[src/rtl/dmem_master.sv]
// Sequences a 64-bit load/store from the memory stage into eight byte-wide
// accesses on a synchronous single-port RAM, returning one response per request.
module dmem_master #(
  parameter int MEM_BYTES = 1024
) (
  input  logic                         clk_i,
  input  logic                         rst_n_i,
  input  logic                         req_valid_i,
  output logic                         req_ready_o,
  input  logic                         req_we_i,
  input  logic [63:0]                  req_addr_i,
  input  logic [63:0]                  req_wdata_i,
  output logic                         rsp_valid_o,
  input  logic                         rsp_ready_i,
  output logic [63:0]                  rsp_rdata_o,
  output logic                         rsp_error_o,
  output logic                         mem_en_o,
  output logic                         mem_we_o,
  output logic [$clog2(MEM_BYTES)-1:0] mem_addr_o,
  output logic [7:0]                   mem_wdata_o,
  input  logic [7:0]                   mem_rdata_i
);
  localparam int          AW      = $clog2(MEM_BYTES);
  localparam logic [63:0] LAST_OK = 64'(MEM_BYTES - 8);

  typedef enum logic [1:0] {S_IDLE, S_XFER, S_DRAIN, S_RESP} state_e;

  state_e        state_q;
  logic [2:0]    cnt_q;
  logic [2:0]    cnt_d;
  logic [2:0]    cnt_prev;
  logic          req_ready_q;
  logic          rsp_valid_q;
  logic          rsp_error_q;
  logic [63:0]   rsp_rdata_q;
  logic          mem_en_q;
  logic          mem_we_q;
  logic [AW-1:0] mem_addr_q;
  logic [7:0]    mem_wdata_q;
  logic          we_q;
  logic [AW-1:0] base_q;
  logic [63:0]   wdata_q;
  logic          accept;
  logic          addr_err;

  assign accept   = (state_q == S_IDLE) && req_valid_i && req_ready_q;
  // Full-width unsigned compare so huge addresses can never alias into the RAM.
  assign addr_err = (req_addr_i > LAST_OK);
  assign cnt_d    = cnt_q + 3'd1;
  assign cnt_prev = cnt_q - 3'd1;

  always_ff @(posedge clk_i) begin
    if (accept) begin
      we_q    <= req_we_i;
      base_q  <= req_addr_i[AW-1:0];
      wdata_q <= req_wdata_i;
    end
  end

  always_ff @(posedge clk_i) begin
    if (!rst_n_i) begin
      state_q     <= S_IDLE;
      cnt_q       <= 3'd0;
      req_ready_q <= 1'b0;
      rsp_valid_q <= 1'b0;
      rsp_error_q <= 1'b0;
      rsp_rdata_q <= 64'd0;
      mem_en_q    <= 1'b0;
      mem_we_q    <= 1'b0;
      mem_addr_q  <= '0;
      mem_wdata_q <= 8'd0;
    end else begin
      case (state_q)
        S_IDLE: begin
          req_ready_q <= 1'b1;
          if (accept) begin
            req_ready_q <= 1'b0;
            rsp_rdata_q <= 64'd0;
            cnt_q       <= 3'd0;
            if (addr_err) begin
              state_q     <= S_RESP;
              rsp_valid_q <= 1'b1;
              rsp_error_q <= 1'b1;
            end else begin
              state_q     <= S_XFER;
              mem_en_q    <= 1'b1;
              mem_we_q    <= req_we_i;
              mem_addr_q  <= req_addr_i[AW-1:0];
              mem_wdata_q <= req_wdata_i[7:0];
            end
          end
        end
        S_XFER: begin
          // RAM read data lags its strobe by one cycle, so capture the previous byte.
          if (!we_q && cnt_q != 3'd0)
            rsp_rdata_q[{cnt_prev, 3'b000} +: 8] <= mem_rdata_i;
          cnt_q <= cnt_d;
          if (cnt_q == 3'd7) begin
            mem_en_q    <= 1'b0;
            mem_we_q    <= 1'b0;
            mem_addr_q  <= '0;
            mem_wdata_q <= 8'd0;
            if (we_q) begin
              state_q     <= S_RESP;
              rsp_valid_q <= 1'b1;
            end else begin
              state_q <= S_DRAIN;
            end
          end else begin
            mem_addr_q  <= base_q + AW'(cnt_d);
            mem_wdata_q <= wdata_q[{cnt_d, 3'b000} +: 8];
          end
        end
        S_DRAIN: begin
          rsp_rdata_q[63:56] <= mem_rdata_i;
          state_q            <= S_RESP;
          rsp_valid_q        <= 1'b1;
        end
        S_RESP: begin
          if (rsp_ready_i) begin
            state_q     <= S_IDLE;
            rsp_valid_q <= 1'b0;
            rsp_error_q <= 1'b0;
            req_ready_q <= 1'b1;
          end
        end
        default: state_q <= S_IDLE;
      endcase
    end
  end

  assign req_ready_o = req_ready_q;
  assign rsp_valid_o = rsp_valid_q;
  assign rsp_error_o = rsp_error_q;
  assign rsp_rdata_o = rsp_rdata_q;
  assign mem_en_o    = mem_en_q;
  assign mem_we_o    = mem_we_q;
  assign mem_addr_o  = mem_addr_q;
  assign mem_wdata_o = mem_wdata_q;

endmodule
[config.mk]
export PLATFORM = sky130hd
export DESIGN_NAME = dmem_master
export DESIGN_NICKNAME = d
export VERILOG_FILES = /design/src/rtl/dmem_master.sv
export SDC_FILE = /design/constraint.sdc
export NUM_CORES = 1
export LEC_CHECK = 0
export ABC_AREA = 1
export CAP_MARGIN = 20
export CORE_MARGIN = 2
export CORE_UTILIZATION = 30
export DETAILED_ROUTE_END_ITERATION = 10
export PLACE_DENSITY = 0.66
export SYNTH_ARGS = -nofsm -noshare
export SYNTH_HDL_FRONTEND = slang
export SYNTH_SLANG_ARGS = --single-unit
[constraint.sdc]
create_clock -name clk_i -period 3.55 [get_ports clk_i]
set_clock_uncertainty 0.15 [all_clocks]
set_input_delay 0.71 -clock clk_i [delete_from_list [all_inputs] [get_ports clk_i]]
set_output_delay 0.71 -clock clk_i [all_outputs]
set_load 0.02 [all_outputs]
### Word level (Yosys, flattened, before mapping)

Cells that the tools add are included.

| word-level totals | value |
|---|---|
| register bits | 167 |
| bits of input ports | 141 |
| output and inout port bits | 87 |
| logic and storage cells | 89 |

| cells by class | value |
|---|---|
| $add $sub $neg | 4 |
| order comparisons | 1 |
| equal/unequal tests | 11 |
| shift-type cells | 3 |
| multiplexer cells | 38 |
| reductions and logical operators | 18 |

Operators with widths:

| kind | number |
|---|---|
| 2-to-1 mux 64 bit | 2 |
| one-hot mux 56 bit (2 select lines) | 1 |
| bitwise mux 64 bit | 1 |
| greater-than comparator 64 x 10 -> 1 bit (second input constant) | 1 |
| variable shift 8 x 8 -> 64 bit (first input constant) | 1 |
| variable part select 64 x 7 -> 8 bit | 1 |
| variable part select 8 x 8 -> 64 bit | 1 |
| 2-to-1 mux 10 bit | 3 |
| 2-to-1 mux 8 bit | 3 |
| one-hot mux 8 bit (3 select lines) | 1 |
| one-hot mux 10 bit (2 select lines) | 1 |
| one-hot mux 8 bit (2 select lines) | 1 |
| inequality test 2 bit (second input constant) | 7 |
| 2-to-1 mux 1 bit | 13 |
| AND reduction 3 bit | 4 |
| adder 10 x 3 -> 10 bit | 1 |
| 2-to-1 mux 2 bit | 4 |
| negation 6 -> 8 bit | 1 |
| one-hot mux 1 bit (2 select lines) | 4 |
| one-hot mux 2 bit (4 select lines) | 1 |
| AND reduction 4 bit | 2 |
| one-hot mux 3 bit (2 select lines) | 1 |
| nonzero test 3 bit | 2 |
| AND reduction 5 bit | 1 |
| 12 further kinds | 17 |

### Longest topological paths before layout

Gate-level depths: netlist of the first run.

| depth | value |
|---|---|
| word-level depth | 6 |
| mapped depth | 17 |

### Least setup slack after synthesis of the first run

No wires, ideal clock.

| timing path | value |
|---|---|
| kind | reg2reg |
| start | reg cnt_q[0] |
| end | reg rsp_rdata_q[32], in the netlist rsp_rdata_o[32] |
| library setup time | 132 ps |
| data arrival time | 2642 ps |
| required time | 3268 ps |
| setup slack | 625 ps |
| stages on the path, launching flop included | 12 |
| path buffers | 2 |
| clock period less this slack | 2925 ps |
| cell sequence | dfxtp_1 -> buf_4 -> inv_2 -> clkbuf_1 -> ha_1 -> xnor2_2 -> ha_1 -> inv_1 -> nor4_4 -> o21ai_1 -> nand2_1 -> a21oi_1 |

| between the ends | value |
|---|---|
| word-level cells in the longest chain between the ends | 6 |

Ends and longest elaborated chain:

| what | RTL line | RTL |
|---|---|---|
| start: declaration | 29 | `logic [2:0] cnt_q;` |
| start signal: assignment | 97 | `cnt_q <= cnt_d;` |
| subtractor 3 x 1 -> 3 bit | 50 | `assign cnt_prev = cnt_q - 3'd1;` |
| negation 6 -> 8 bit | 96 | `rsp_rdata_q[{cnt_prev, 3'b000} +: 8] <= mem_rdata_i;` |
| variable part select 8 x 8 -> 64 bit or variable shift 8 x 8 -> 64 bit (tied branches) | 96 |  |
| bitwise mux 64 bit | 96 |  |
| 2-to-1 mux 64 bit | 95 | `if (!we_q && cnt_q != 3'd0)` |
| one-hot mux 56 bit (2 select lines) | 73 | `case (state_q)` |
| end signal: indexed assignment | 96 |  |
| end: declaration | 35 | `logic [63:0] rsp_rdata_q;` |

Parallel ways exist; a longest one is shown, timed or not. The select of a mux whose other input is x is not followed.
A chain may end at the register's enable or synchronous reset.

### Final worst setup path of the first run

| timing path | value |
|---|---|
| start | reg cnt_q[0] |
| end | reg mem_addr_q[8], in the netlist mem_addr_o[8] |

| between the ends | value |
|---|---|
| word-level cells in the longest chain between the ends | 4 |

Ends and longest elaborated chain:

| what | RTL line | RTL |
|---|---|---|
| adder 3 x 1 -> 3 bit | 49 | `assign cnt_d = cnt_q + 3'd1;` |
| adder 10 x 3 -> 10 bit | 110 | `mem_addr_q <= base_q + AW'(cnt_d);` |
| 2-to-1 mux 10 bit * | 98 | `if (cnt_q == 3'd7) begin` |
| one-hot mux 10 bit (2 select lines) * | 73 |  |
| end signal: assignment | 88 | `mem_addr_q <= req_addr_i[AW-1:0];` |
| end signal: assignment | 110 |  |
| end: declaration | 38 | `logic [AW-1:0] mem_addr_q;` |

Mark *: on every way between the ends. The rest lies on a longest branch, timed or not.

==> results.md, run 1 <==
* Fin. max-slew vios at 0
* Core area at 25100 um^2
* # setup viols final at 0
* Setup TNS at 0 ps
* # H-tree levels at 4
* Simple-gate portion of the synthesized area at 0.240
* Post-DP HPWL at 16400 um
* Area of the multi-input gates at just over 3000 um^2
* Yosys warning count at 0
* Power Total at 6.11 mW
* Hold_buf cts at 0
* Pwr Density at ~560 nW/um^2
* Crit-path cells: buf_4, ha_1, ha_1, ha_1, inv_1, nor2_1, o21ai_0, nor2_1, nand2_1, inv_1, nand3_1, nand3_1, nand2_1, nor2_1, nor2_1
* Post-cts sizing count at 0
* Mapped Cells at a little under 900
* WP data arrival at 3050 ps
* Largest family of logic cells by synthesized area: simple AND/OR/NAND/NOR gates
* Worst r2r path cells at 15
* Worst Setup End Kind: register
* Root Driver: clkbuf_16
* Period Utilization, post-route at 0.807
* GPL Wtd Cong at ~0.8
* Clock tree buffer depth at 2
* Register area at 4090 um^2
* Post-DRT Antenna Nets at 0
* Worst-path maximum fanout at 37
* RSZ-0062 raised after global routing: false
* Syn_area_per_cell at 8.68 um^2
* Antenna cells at 0
* Total gr overflow at 0
* Status: finished clean
* Commonest non-fill, non-tap cells in the layout: clkdlybuf4s50_1, nand2_1, nor2_1
* First drt pass iteration count at 7
* Yosys reg bits at 167
* Fmax at 349 MHz
* Post-synthesis cell type count at 41
* Final Hold Fails at 0
* Vias in the first global route at 6737
* Sequential-to-total area share from yosys stat at 0.535
* Leakage at 3.91 nW
* Share of cells above drive strength 1 at 0.0760
* CP Launch Type: register
* Worst skew pair latency at 430 ps
* Ys async rst share at 0
* Avg WL per Cell at 15.4 um
* Commonest non-fill, non-tap cell in the layout: clkdlybuf4s50_1
* Die Height at around 160 um
* Clk sinks at 167
* Vias at 6884
* CTS tree: built
* Die X at 164 um
* Post-CTS setup buffers at 0
* Full die area at ~27000 um^2
* Top delay family on crit path: adder cells
* Total wire length at 22300 um
* Nets at roughly 1300
* Synth Cell Area at 7650 um^2
* Complex-gate fraction of the synthesized area at 0.138
* Slowest-stage cell, CP: buf_4
* Worst EP required at 3730 ps
* Mux share of post-synthesis cell area at 0
* Hold Crit Class: reg -> reg
* Maximum capacitance violations at 0
* VDD IR max at approximately 0.00032 V
* Number of synthesized flops with an enable pin at 75
* First-pass GRT wire length at roughly 35000 um
* Crit-path max cell delay at 360 ps
* Clock-pin slew on the worst setup and hold paths at 70 ps
* Num rows at 58
* Post-route minimum period at 2860 ps
* Worst hold start: rsp_valid_o$_SDFFE_PN0P_
* Num CTS Buffers at 17
* Largest net degree at the start of global routing at 45
* CP startpoint: cnt_q[0]$_SDFFE_PN0P_
* Relative slew margins at 0.536
* XOR/XNOR Fraction of Synth Area at 0.00213
* Synth Flop Type: dfxtp_1
* Critical path depth in cells at 15
* Final core occ at 0.433
* Port Buf Inserts at around 230
* CP bufs+invs at 3
* Slew @ Worst Pin at 694 ps
* Starting Density at 0.305
* Syn nets at 1038
* Antenna violations before repair at 1
* Fillcell total at 2489
* Area grow syn2layout at 42.1%
* GRT Overall Usage at 0.168
* Area share of fa/ha/maj cells after synthesis at 0.0271
* Iter 0 DRT Violations at 502
* Reg2reg setup slack at 690 ps
* Worst hold path cell count at 2
* WS Path Type: reg -> reg
* Vias/cell at 4.75
* DRC viols at 0
* Most used cell along the critical path: nor2_1
* IO Pins at 228
* RR Startpoint: cnt_q[0]$_SDFFE_PN0P_
## cell usage after synthesis, types with 3 or more instances
master | count | share of area
nand2_2 | 4 | 0.0033
ha_1 | 15 | 0.025
nor2_1 | 130 | 0.064
o211ai_1 | 17 | 0.017
nor2_8 | 3 | 0.0078
o21ai_0 | 73 | 0.048
inv_2 | 5 | 0.0025
clkbuf_1 | 22 | 0.011
nor3_4 | 3 | 0.0064
buf_6 | 5 | 0.0074
dfxtp_1 | 92 | 0.24
nor3_2 | 3 | 0.0039
nand3_1 | 46 | 0.030
edfxtp_1 | 75 | 0.29
inv_1 | 44 | 0.022
nand2_1 | 196 | 0.096
nand4_1 | 22 | 0.018
a21oi_1 | 88 | 0.058
o21ai_2 | 5 | 0.0057
buf_2 | 7 | 0.0046
## final timing paths
check | to
max | mem_addr_o[8]$_SDFFE_PN0P_
min | rsp_valid_o$_SDFFE_PN0P_
min reg2reg | rsp_valid_o$_SDFFE_PN0P_
max reg2reg | mem_addr_o[8]$_SDFFE_PN0P_
## state kept, by name (all words and copies together) (netlist names)
name / count
cnt_q: 3
base_q: 10
req_ready_o: 1
rsp_rdata_o: 64
rsp_valid_o: 1
mem_we_o: 1
mem_addr_o: 10
mem_en_o: 1
we_q: 1
wdata_q: 64
state_q: 2
mem_wdata_o: 8
rsp_error_o: 1
## layout make-up
cell class | instances | area share
Sequential cell | 167 | 0.377
Clock inverter | 15 | 0.0144
Clock buffer | 17 | 0.0391
Timing Repair Buffer | 245 | 0.226
Inverter | 52 | 0.0196
Tap cell | 330 | 0.0380
Multi-Input combinational cell | 623 | 0.286
## worst register-to-register path: cells and delay by family (launching register included)
family,cells,cell delay [ps]
fa+ha+maj,3,870
compound gates,1,140
buf+inv,3,520
flops,1,350
simple gates,8,750
## cells by family after synthesis
kind of cell / count (synthesis)
and+or+nand+nor: 415
DFF: 167
buffers and inverters: 91
AOI/OAI and AO/OA: 191
adders and majority gates: 16
xor gates and xnor gates: 1
## stage by stage
stage	instance area (um^2)	cells	hold WS [ps]	setup slack [ps]
2_1_floorplan	7650	881	332	625
6_report	10900	1449	308	685
3_5_place_dp	10300	1417	302	573
3_3_place_gp	10300	1417	298	558
4_1_cts	10900	1449	311	680
5_1_grt	10900	1449	331	379
## where the power goes
| group | leakage, nW | internal [mW] | switching (mW) |
|---|---|---|---|
| sequential | 1.43 | 2.25 | 0.0867 |
| clock | 0.286 | 0.940 | 0.884 |
| combinational | 2.20 | 0.690 | 1.26 |
| total | 3.91 | 3.88 | 2.23 |
## layer usage
metal | share of wire | GRT usage
met1 | 0.42 | 0.203
met2 | 0.47 | 0.277
met3 | 0.080 | 0.0568
met4 | 0.027 | 0.0622
met5 | 0.00058 | 0
Note: power is estimated with default switching activity, not from simulation.
==> run 2: changes to the inputs <==
clock period = 2.7 ns   (was 3.55 ns; I/O delays follow)
==> results.md, run 2 (same netlist as run 1, synthesis figures left out) <==
* Hold Crit Class: reg -> reg
* Die X at 164 um
* Slowest-stage cell, CP: o21ai_0
* Worst-path maximum fanout at 26
* WS Path Type: reg -> reg
* WP data arrival at 2690 ps
* GPL Wtd Cong at 0.859
* Root Driver: clkbuf_16
* Fillcell total at approximately 2500
* CTS tree: built
* Hold Slack at 313 ps
* Status: finished clean
* Critical path depth in cells at 10
* Leakage at 3.98 nW
* Crit-path cells: inv_2, ha_1, buf_4, buf_4, o21ai_0, o21ai_0, o211ai_1, nand2_1, nand2_1, a21oi_1
* Commonest non-fill, non-tap cells in the layout: clkdlybuf4s50_1, nand2_1, nor2_1
* Final core occ at 0.440
* Worst hold path cell count at 2
* DRC viols at 0
* Fin worst setup slack at 228 ps
* IO Pins at approximately 230
* Clock tree buffer depth at 2
* Worst slack, placed at 148 ps
* Fin. max-slew vios at 0
* Post-DP HPWL at 16800 um
* First-pass GRT wire length at 34800 um
* Starting Density at 0.305
* Die Height at about 160 um
* CP bufs+invs at 3
* Commonest non-fill, non-tap cell in the layout: clkdlybuf4s50_1
* CP Launch Type: register
* Hold_buf cts at 0
* GRT Overall Usage at 0.168
* Post-route minimum period at between 2000 and 2500 ps
* Clk sinks at between 150 and 200
* Num CTS Buffers at 17
* Pwr Density at around 740 nW/um^2
* Crit-path max cell delay at 400 ps
* Worst Setup End Kind: register
* Vias at 6939
* Worst EP required at 2920 ps
* Antenna violations before repair at 2
* Period Utilization, post-route at 0.916
* Relative slew margins at 0.627
* # H-tree levels at 4
* Setup TNS at 0 ps
* Worst skew pair latency at 440 ps
* Maximum capacitance violations at 0
* Final Hold Fails at 0
* Core area at between 20000 and 30000 um^2
* Iter 0 DRT Violations at 501
* Port Buf Inserts at around 230
* Share of cells above drive strength 1 at 0.0899
* Total gr overflow at 0
* First drt pass iteration count at 5
* Fmax at 404 MHz
* Slew @ Worst Pin at between 500 and 600 ps
* Full die area at 26800 um^2
* Clock-pin slew on the worst setup and hold paths at 60 ps
* VDD IR max at 0.000385 V
* RSZ-0062 raised after global routing: false
* Total wire length at 22700 um
* Avg WL per Cell at approximately 15 um
* Vias in the first global route at 6610
* Num rows at 58
* Post-DRT Antenna Nets at 0
* Vias/cell at 4.73
* Largest net degree at the start of global routing at 65
* # setup viols final at 0
* Area grow syn2layout at 44.2%
* Worst r2r path cells at 10
* Nets at between 1000 and 1500
* Top delay family on crit path: compound AO/OA/AOI/OAI gates
## run 2: cell types whose count changed in the layout (fill, tap and decap cells not counted), sizes merged
cell and delta:
buf +16, bufinv +2, clkinvlp +4, diode +1
inv -6
## run 2: worst paths after layout
kind | startpoint | endpoint | slack (ps)
setup / recovery | cnt_q[0]$_SDFFE_PN0P_ | mem_wdata_o[1]$_SDFFE_PN0P_ | 230
hold reg to reg | rsp_rdata_o[42]$_SDFFE_PN0P_ | rsp_rdata_o[42]$_SDFFE_PN0P_ | 310
setup reg to reg | cnt_q[0]$_SDFFE_PN0P_ | mem_wdata_o[1]$_SDFFE_PN0P_ | 230
hold / removal | rsp_rdata_o[42]$_SDFFE_PN0P_ | rsp_rdata_o[42]$_SDFFE_PN0P_ | 310
## run 2: area by class of cell
class                   instances  area (um^2)  area share
flip-flops and latches        167         4100       0.371
repair buffers                261         2600       0.236
well taps                     330          413      0.0374
inverters                      52          216      0.0196
diodes                          1         2.50    0.000227
clock inverters                15          153      0.0138
clock buffers                  17          425      0.0385
multi-input cells             623         3130       0.283
## run 2: report_power, final
part | switching [mW] | total [mW] | internal [mW]
logic | 1.69 | 2.64 | 0.949
clock network | 1.05 | 2.42 | 1.36
registers | 0.120 | 3.08 | 2.96
total | 2.86 | 8.13 | 5.27
## run 2: what timing repair did
action | CTS | global route
setup endpoints to repair | 0 | 28
gates resized for setup | 0 | 2
setup buffers | 0 | 2
## run 2: routing by layer
| layer | global-route usage | part of all wire |
|---|---|---|
| met1 | 0.221 | 0.44 |
| met2 | 0.271 | 0.47 |
| met3 | 0.0442 | 0.080 |
| met4 | 0.0506 | 0.012 |
| met5 | 0 | 0.00053 |
## run 2: tightest hold or removal path, cell delays in order (launching register included)
cell and delay [ps]:
dfxtp_1 310, nand2_1 60, a21oi_1 50
## run 2: per-stage QoR
stage,cell area (um^2),cells,total power [mW]
finish,11000,1466,8.13
detailed placement,10400,1431,5.76
CTS,11000,1463,8.19
global route,11000,1465,8.58
floorplan,7670,881,4.85
global placement,10400,1431,5.72
==> run 3: changes to the inputs <==
CORE_ASPECT_RATIO = 0.5   (was unset)
PLACE_DENSITY = 0.53   (was 0.66)
==> results.md, run 3 (same netlist as run 1, synthesis figures left out) <==
* Worst skew pair latency at 430 ps
* Fmax at between 400 and 500 MHz
* # H-tree levels at 4
* Slew @ Worst Pin at 553 ps
* First drt pass iteration count at 5
* Hold Crit Class: reg -> reg
* Seq pwr share at 0.377
* Clk sinks at 167
* Clock-pin slew on the worst setup and hold paths at 60 ps
* Worst-path maximum fanout at 9
* CP Launch Type: register
* Num rows at between 40 and 50
* IO Pins at between 200 and 250
* Post-route minimum period at 2450 ps
* # setup viols final at 0
* Reg2reg end: rsp_rdata_o[60]$_SDFFE_PN0P_
* Worst Hold Endpoint: rsp_rdata_o[13]$_SDFFE_PN0P_
* Sw frac at 0.352
* Vias at 6894
* First-pass GRT wire length at 34400 um
* Area grow syn2layout at 44.5%
* Fin. max-slew vios at 0
* Avg WL per Cell at roughly 15 um
* Met3 Usage GRT at 0.0305
* DRC viols at 0
* Final core occ at 0.440
* Power Total at 8.15 mW
* Commonest non-fill, non-tap cells in the layout: clkdlybuf4s50_1, nand2_1, nor2_1
* Pwr Density at 737 nW/um^2
* Status: finished clean
* Worst r2r path cells at 12
* GRT Overall Usage at 0.166
* VDD IR max at 0.000385 V
* Post-DRT Antenna Nets at 0
* Total wire length at 22800 um
* P_sw at around 2.9 mW
* Int Pwr at 5.28 mW
* Clock network fraction of design power at 0.296
* Setup TNS at 0 ps
* RR Startpoint: cnt_q[0]$_SDFFE_PN0P_
* Commonest non-fill, non-tap cell in the layout: clkdlybuf4s50_1
* Worst EP required at 2910 ps
* Starting Density at 0.304
* RSZ-0062 raised after global routing: false
* Leakage at ~4.0 nW
* Vias/cell at roughly 4.7
* Core area at 25100 um^2
* Worst slack, placed at 50.0 ps
* Post-DP HPWL at 17300 um
* Hold Slack at between 300 and 400 ps
* Root Driver: clkbuf_16
* Num CTS Buffers at 17
* WP data arrival at between 2000 and 3000 ps
* Total gr overflow at 0
* Nets at 1280
* Maximum capacitance violations at 0
* Port Buf Inserts at around 230
* Met2 Usage GRT at 0.294
* Hold_buf cts at 0
* Antenna cells at 0
* GPL Wtd Cong at between 0.9 and 1
* Relative slew margins at 0.629
* Full die area at 26900 um^2
* WS Path Type: reg -> reg
* Met1 usage in global routing at 0.204
* Period Utilization, post-route at 0.909
* Share of cells above drive strength 1 at 0.0924
* Die X at 230 um
* Clock tree buffer depth at 2
* Antenna violations before repair at 0
* Worst Setup End Kind: register
* Worst hold path cell count at 2
* Gate power share at 0.327
* Largest net degree at the start of global routing at 37
* Worst hold start: rsp_rdata_o[13]$_SDFFE_PN0P_
* CTS tree: built
* Die Height at 117 um
* Iter 0 DRT Violations at ~390
* Reg2reg setup slack at 250 ps
* Vias in the first global route at 6618
* Final Hold Fails at 0
* GRT Max-Usage Layer: met2
* Fin worst setup slack at between 200 and 250 ps
## run 3: cell count changes in the layout (fill, tap and decap cells not counted), moves of 2 or more
cell / previous run / this run
nor2_1: 130 / 128
nor2_2: 0 / 2
clkinvlp_4: 3 / 1
clkinv_4: 3 / 5
clkinv_1: 2 / 4
clkinv_2: 3 / 1
buf_4: 28 / 30
## run 3: worst max-delay path by stage
stage,from,end,depth (start not counted)
floorplan,cnt_q[0]$_SDFFE_PN0P_,mem_addr_o[8]$_SDFFE_PN0P_,17
global placement,req_addr_i[11],mem_addr_o[8]$_SDFFE_PN0P_,13
CTS,cnt_q[1]$_SDFFE_PN0P_,rsp_rdata_o[63]$_SDFFE_PN0P_,12
detailed placement,req_addr_i[11],mem_addr_o[9]$_SDFFE_PN0P_,13
global route,cnt_q[0]$_SDFFE_PN0P_,rsp_rdata_o[60]$_SDFFE_PN0P_,12
finish,cnt_q[0]$_SDFFE_PN0P_,rsp_rdata_o[60]$_SDFFE_PN0P_,12
## run 3: timing repair
item                                    in CTS  in global routing
gates resized for setup                      0                  7
endpoints found under the setup margin       0                 16
buffers inserted                             0                  1
endpoints found under the hold margin        0                  0
## run 3: area by class of cell
cell class / instances / area, um^2
inverters: 52 / 216
multi-input cells: 623 / 3140
well taps: 344 / 430
clock inverters: 15 / 150
repair buffers: 262 / 2600
flip-flops and latches: 167 / 4100
clock buffers: 17 / 425
fillers: 2473 / 14100
## run 3: routing by layer
layer / share of wire / wire length, um
met5: 0 / 0
met4: 0.019 / 436
met3: 0.035 / 790
met2: 0.50 / 11500
met1: 0.44 / 10100
## run 3: stage by stage
step / cells / area (um^2)
4_1_cts: 1479 / 11000
6_report: 1480 / 11100
3_5_place_dp: 1447 / 10500
3_3_place_gp: 1447 / 10500
5_1_grt: 1480 / 11100
2_1_floorplan: 881 / 7670
## run 3: critical path, cell delays in order (launching register included)
cell and delay [ps]:
dfxtp_2 360, inv_2 80, ha_1 260, xnor2_2 250, ha_1 290, buf_4 170
nor2_1 120, nand2_2 130, inv_2 150, nor2_1 60, o21ai_0 190, nand2_1 70
a21oi_1 120
## run 3: power by group through the flow
stage	Combinational (mW)	Clock [mW]	Sequential (mW)
2_1_floorplan	1.66	0	3.19
4_1_cts	2.68	2.47	3.07
5_1_grt	2.95	2.56	3.10
3_3_place_gp	2.64	0	3.12
6_report	2.66	2.41	3.07
3_5_place_dp	2.66	0	3.13
